$ cat config.mk
export PLATFORM = sky130hd
export DESIGN_NAME = chaser_sequencer
export DESIGN_NICKNAME = d
export VERILOG_FILES = /design/src/rtl/chaser_sequencer.sv
export SDC_FILE = /design/constraint.sdc
export NUM_CORES = 1
export LEC_CHECK = 0
export BUFFER_PORTS_ARGS = -buffer_cell sky130_fd_sc_hd__buf_2
export CORE_AREA = 2 2 77 94
export CTS_CLUSTER_DIAMETER = 150
export CTS_CLUSTER_SIZE = 30
export DETAILED_ROUTE_END_ITERATION = 7
export DIE_AREA = 0 0 79 96
export HOLD_SLACK_MARGIN = 0.08
export MAX_ROUTING_LAYER = met4
export PLACE_DENSITY = 0.6
export SLEW_MARGIN = 20
export SYNTH_ARGS = -nofsm -noshare
export SYNTH_HDL_FRONTEND = slang
export SYNTH_SLANG_ARGS = --single-unit
$ cat constraint.sdc
create_clock -name clk -period 3.1 [get_ports clk]
set_input_delay 0.62 -clock clk [delete_from_list [all_inputs] [get_ports clk]]
set_output_delay 0.62 -clock clk [all_outputs]
set_load 0.005 [all_outputs]
$ cat src/rtl/chaser_sequencer.sv
// LED chaser sequencer: latches a mode/delay/pass-count command and steps the
// LED pattern until the requested passes finish or the host aborts.
module chaser_sequencer #(
  parameter int NUM_LEDS = 5,
  parameter int DELAY_W  = 8,
  parameter int REP_W    = 4
) (
  input  logic                clk,
  input  logic                reset,
  input  logic                cmd_valid,
  output logic                cmd_ready,
  input  logic [1:0]          cmd_mode,
  input  logic [DELAY_W-1:0]  cmd_delay,
  input  logic [REP_W-1:0]    cmd_repeat,
  input  logic                pause,
  input  logic                abort,
  output logic [NUM_LEDS-1:0] leds,
  output logic                busy,
  output logic                done
);
  localparam int STEP_W = $clog2(2 * NUM_LEDS) + 1;

  localparam logic [1:0] MODE_LEFT   = 2'b00;
  localparam logic [1:0] MODE_RIGHT  = 2'b01;
  localparam logic [1:0] MODE_BOUNCE = 2'b10;
  localparam logic [1:0] MODE_BLINK  = 2'b11;

  typedef enum logic [1:0] {IDLE, RUN, DONE} state_t;

  state_t              state;
  logic [1:0]          mode;
  logic [DELAY_W-1:0]  delay;
  logic [REP_W-1:0]    rep;
  logic [DELAY_W-1:0]  tick;
  logic [STEP_W-1:0]   step_cnt;
  logic [REP_W-1:0]    pass_cnt;
  logic                dir_down;

  logic [STEP_W-1:0]   pass_last;
  logic [NUM_LEDS-1:0] init_pat;
  logic [NUM_LEDS-1:0] next_pat;
  logic                next_dir;

  assign cmd_ready = (state == IDLE);
  assign busy      = (state != IDLE);

  always_comb begin
    case (mode)
      MODE_BOUNCE: pass_last = STEP_W'(2 * NUM_LEDS - 3);
      MODE_BLINK:  pass_last = STEP_W'(1);
      default:     pass_last = STEP_W'(NUM_LEDS - 1);
    endcase
  end

  always_comb begin
    case (cmd_mode)
      MODE_RIGHT: init_pat = {1'b1, {(NUM_LEDS-1){1'b0}}};
      MODE_BLINK: init_pat = '1;
      default:    init_pat = NUM_LEDS'(1);
    endcase
  end

  // Bounce flips direction as it lands on an endpoint, so each endpoint shows once.
  always_comb begin
    next_dir = dir_down;
    case (mode)
      MODE_LEFT:  next_pat = {leds[NUM_LEDS-2:0], leds[NUM_LEDS-1]};
      MODE_RIGHT: next_pat = {leds[0], leds[NUM_LEDS-1:1]};
      MODE_BLINK: next_pat = ~leds;
      default: begin
        if (!dir_down) begin
          next_pat = leds << 1;
          if (leds[NUM_LEDS-2]) next_dir = 1'b1;
        end else begin
          next_pat = leds >> 1;
          if (leds[1]) next_dir = 1'b0;
        end
      end
    endcase
  end

  always_ff @(posedge clk or posedge reset) begin
    if (reset) begin
      state    <= IDLE;
      mode     <= MODE_LEFT;
      delay    <= '0;
      rep      <= '0;
      tick     <= '0;
      step_cnt <= '0;
      pass_cnt <= '0;
      dir_down <= 1'b0;
      leds     <= '0;
      done     <= 1'b0;
    end else begin
      case (state)
        IDLE: begin
          done <= 1'b0;
          if (cmd_valid) begin
            state    <= RUN;
            mode     <= cmd_mode;
            delay    <= cmd_delay;
            rep      <= cmd_repeat;
            tick     <= '0;
            step_cnt <= '0;
            pass_cnt <= '0;
            dir_down <= 1'b0;
            leds     <= init_pat;
          end
        end
        RUN: begin
          if (abort) begin
            state <= IDLE;
            leds  <= '0;
          end else if (!pause) begin
            if (tick != delay) begin
              tick <= tick + 1'b1;
            end else begin
              tick <= '0;
              if (step_cnt == pass_last) begin
                if (rep != '0 && pass_cnt == rep - REP_W'(1)) begin
                  state <= DONE;
                  leds  <= '0;
                  done  <= 1'b1;
                end else begin
                  pass_cnt <= pass_cnt + 1'b1;
                  step_cnt <= '0;
                  leds     <= next_pat;
                  dir_down <= next_dir;
                end
              end else begin
                step_cnt <= step_cnt + 1'b1;
                leds     <= next_pat;
                dir_down <= next_dir;
              end
            end
          end
        end
        default: begin
          state <= IDLE;
          done  <= 1'b0;
        end
      endcase
    end
  end
endmodule
==> summary.md <==
| Metric | Value |
|---|---|
| Worst slew margin | `0.454` |
| Ys Warns | `0` |
| Max-slew violations | `0` |
| Core area | `around 6700 um^2` |
| Clk Tree Root Cell | `clkbuf_8` |
| CTS tree | `built` |
| Final Non-Filler Cells | `around 380` |
| Initial Utilization | `0.340` |
| Critical-path cell list | `xnor2_1 > nand4_1 > o21ai_1 > o2111ai_1 > buf_4 > or3_1 > a21oi_1` |
| Initial antenna violation count | `0` |
| 1st-iter DRT viols | `108` |
| CTS Sinks | `40` |
| Critical R2R Launch | `tick[1]` |
| Pwr Total | `1.74 mW` |
| Worst r2r path cells | `7` |
| Leak Pwr | `between 1 and 1.5 nW` |
| Mapped Cells | `roughly 260` |
| DRT Wirelength | `around 5100 um` |
| CP required | `roughly 3300 ps` |
| Fmax | `approximately 430 MHz` |
| Area Growth Syn to Fin | `14.0%` |
| Slew @ Worst Pin | `819 ps` |
| Critical Path End Type | `register` |
| #FFs+latches synth | `40` |
| Synthesized cell area | `approximately 2300 um^2` |
| Synth Area per Inst | `8.63 um^2` |
| Final hold viol count | `0` |
| Die Span Y | `96 um` |
| Crit Path Max Fanout | `13` |
| Sequential area share after synthesis | `0.440` |
| HPWL after DPL | `3670 um` |
| IO buf count | `26` |
| Netlist cell types | `47` |
| Startpoint Class | `register` |
| Vias | `~1900` |
| CP delay by family, top | `compound AO/OA/AOI/OAI gates` |
| Hold WC Path Type | `in -> async` |
| Final net count | `~310` |
| GRT Total Usage | `0.148` |
| RSZ-0062 raised after global routing | `false` |
| First-pass GRT wire length | `between 8000 and 9000 um` |
| Maximum vdd ir drop | `between 0.15 and 0.2 mV` |
| Io pins | `27` |
| Largest cells by area after synthesis | `dfrtp_1, nand2_1, xnor2_1` |
| Setup violators final | `0` |
| Antenna Cells | `0` |
| Layout cell share with drive strength beyond 1 | `0.138` |
| Tmin final | `around 2300 ps` |
| Clk buf depth | `2` |
| CTS resizes | `0` |
| Post-layout util | `0.388` |
| Final ANT Viol Nets | `0` |
| Crit-path slowest cell | `o21ai_1` |
| Die area | `about 7600 um^2` |
| Wire per inst | `between 10 and 15 um` |
| Clock H-tree levels | `2` |
| Mapped Nets | `287` |
| Bufs and invs on worst path | `1` |
| Sum Neg Setup Slack | `0 ps` |
| Worst-path clk slew | `~80 ps` |
| Status | `finished, final reports clean` |
| Post-CTS Setup Bufs | `0` |
| Cts bufs inserted | `5` |
| Fillers | `724` |
| Crit-path max cell delay | `roughly 550 ps` |
| Setup WS post-layout | `756 ps` |
| Synth top area share | `0.440` |
| Worst Skew | `7.22 ps` |
| Cell taking the most area after synthesis | `dfrtp_1` |
| CP Class | `reg -> reg` |
| Die width | `between 70 and 80 um` |
| Final cycle utilization of the critical path | `0.756` |
| R2r setup slk | `between 700 and 800 ps` |
| Largest net degree at the start of global routing | `41` |
| Clock Latency Late Sink | `around 300 ps` |
| Number of global-route vias before repair | `between 1500 and 2000` |
| Total global routing overflow | `0` |
| Placed cells | `369` |
| Worst EP arrival | `approximately 2600 ps` |
| PD cells | `around 670 nW/um^2` |
| CTS hold repair buffers | `0` |
| Standard-cell rows | `33` |
| Pre-CTS setup slack | `~740 ps` |
| Worst R2R End | `pass_cnt[3]` |
| Number of max-cap violations | `0` |
| Drt first pass iters | `6` |
| Remaining DRCs | `0` |
| Post-DR vias/cell | `about 5` |
| Routability cong. | `around 0.89` |
layer usage:
metal  wire length, um  global-route usage
met1              2430               0.177
met2              2490               0.254
met3               173              0.0244
met4                48              0.0517
met5                 0                   -
power breakdown:
| part | internal, mW | switching (mW) | leakage, nW |
|---|---|---|---|
| clock network | 0.239 | 0.192 | 0.0552 |
| logic | 0.245 | 0.265 | 0.601 |
| registers | 0.630 | 0.169 | 0.516 |
state kept, by name (all words and copies together), names as in the netlist:
signal,count
state,2
delay,8
leds,5
step_cnt,5
rep,4
mode,2
done,1
tick,8
dir_down,1
pass_cnt,4
placed cells by master (no fill, tap or decap), types with 2 or more instances in the layout:
cell       netlist  routed
buf_2            4      26
nand2_1         57      57
dfrtp_1         40      40
nor3_1           6       6
or3_1            3       3
ha_1             4       4
clkbuf_8         0       5
o31ai_1          2       2
xnor2_1         15      15
buf_4            0       2
inv_1           10      10
and3_1           3       3
and2_1           3       3
a21oi_1         15      15
nand3_1         13      13
a31oi_1          2       2
o211ai_1         3       3
o21a_1           2       2
o22ai_1          2       2
xor2_1           3       3
or2_1            2       2
nor2_1          17      17
nor2b_1          2       2
nand4_1          4       4
o21ai_0         15      15
mux2i_1          5       5
o2111ai_1        2       2
and2b_1          2       2
nand2b_1         4       4
cells by family (layout without fill, tap and decap cells):
family / Yosys count / in the layout / synth area share
AOI/OAI and AO/OA: 54 / 54 / 0.154
buffers and inverters: 20 / 46 / 0.0352
muxes: 6 / 6 / 0.0269
DFF: 40 / 40 / 0.440
adders and majority gates: 4 / 4 / 0.0220
and+or+nand+nor: 121 / 121 / 0.246
xor gates and xnor gates: 19 / 19 / 0.0764
worst max path at each step:
stage             from     endpoint  slack [ps]  cells after the start
2_1_floorplan   rep[0]  step_cnt[0]         930                      9
3_3_place_gp     abort  pass_cnt[3]         800                      8
3_5_place_dp     abort  pass_cnt[3]         740                      8
4_1_cts        tick[0]  pass_cnt[3]         750                      7
5_1_grt        tick[1]  pass_cnt[3]         560                      7
6_report       tick[1]  pass_cnt[3]         760                      7
metrics by stage:
step                hold slack (ps)  area (um^2)
finish                          443         2600
global placement                474         2490
global route                    488         2600
detailed placement              477         2490
floorplan                       467         2280
CTS                             459         2600
Yosys cell counts (all sizes together):
library cell,instances
nand2,57
a31oi,2
a211o,1
dfrtp,40
and2b,2
a32oi,1
o21a,2
nor3,6
a21oi,16
mux2,1
nor2b,2
o2111ai,2
o21ai,16
nor3b,1
mux2i,5
a21o,1
nand4,4
o2bb2ai,1
xnor2,16
or2b,1
o22a,1
o22ai,2
xor2,3
nand3b,1
a211oi,1
nand2b,4
a31o,1
buf,5
a21boi,1
clkbuf,5
nor4,1
and2,3
and3,3
or2,2
nor2,17
o211ai,3
or3,4
nand3,13
a311oi,1
o31ai,2
ha,4
inv,10
worst register-to-register path, stage by stage, from the launching register on:
cell and delay [ps]:
dfrtp_1 470, xnor2_1 190, nand4_1 150, o21ai_1 550, o2111ai_1 200, buf_4 210, or3_1 340, a21oi_1 150
final cells by class:
type | instances | area (um^2) | area share
Clock buffer | 6 | 72.6 | 0.0280
Inverter | 10 | 37.5 | 0.0145
Multi-Input combinational cell | 204 | 1200 | 0.461
Timing Repair Buffer | 28 | 145 | 0.0559
Clock inverter | 2 | 35.0 | 0.0135
Sequential cell | 40 | 1000 | 0.386
Tap cell | 87 | 109 | 0.0419
No activity file was read; power rests on OpenSTA's default activity.
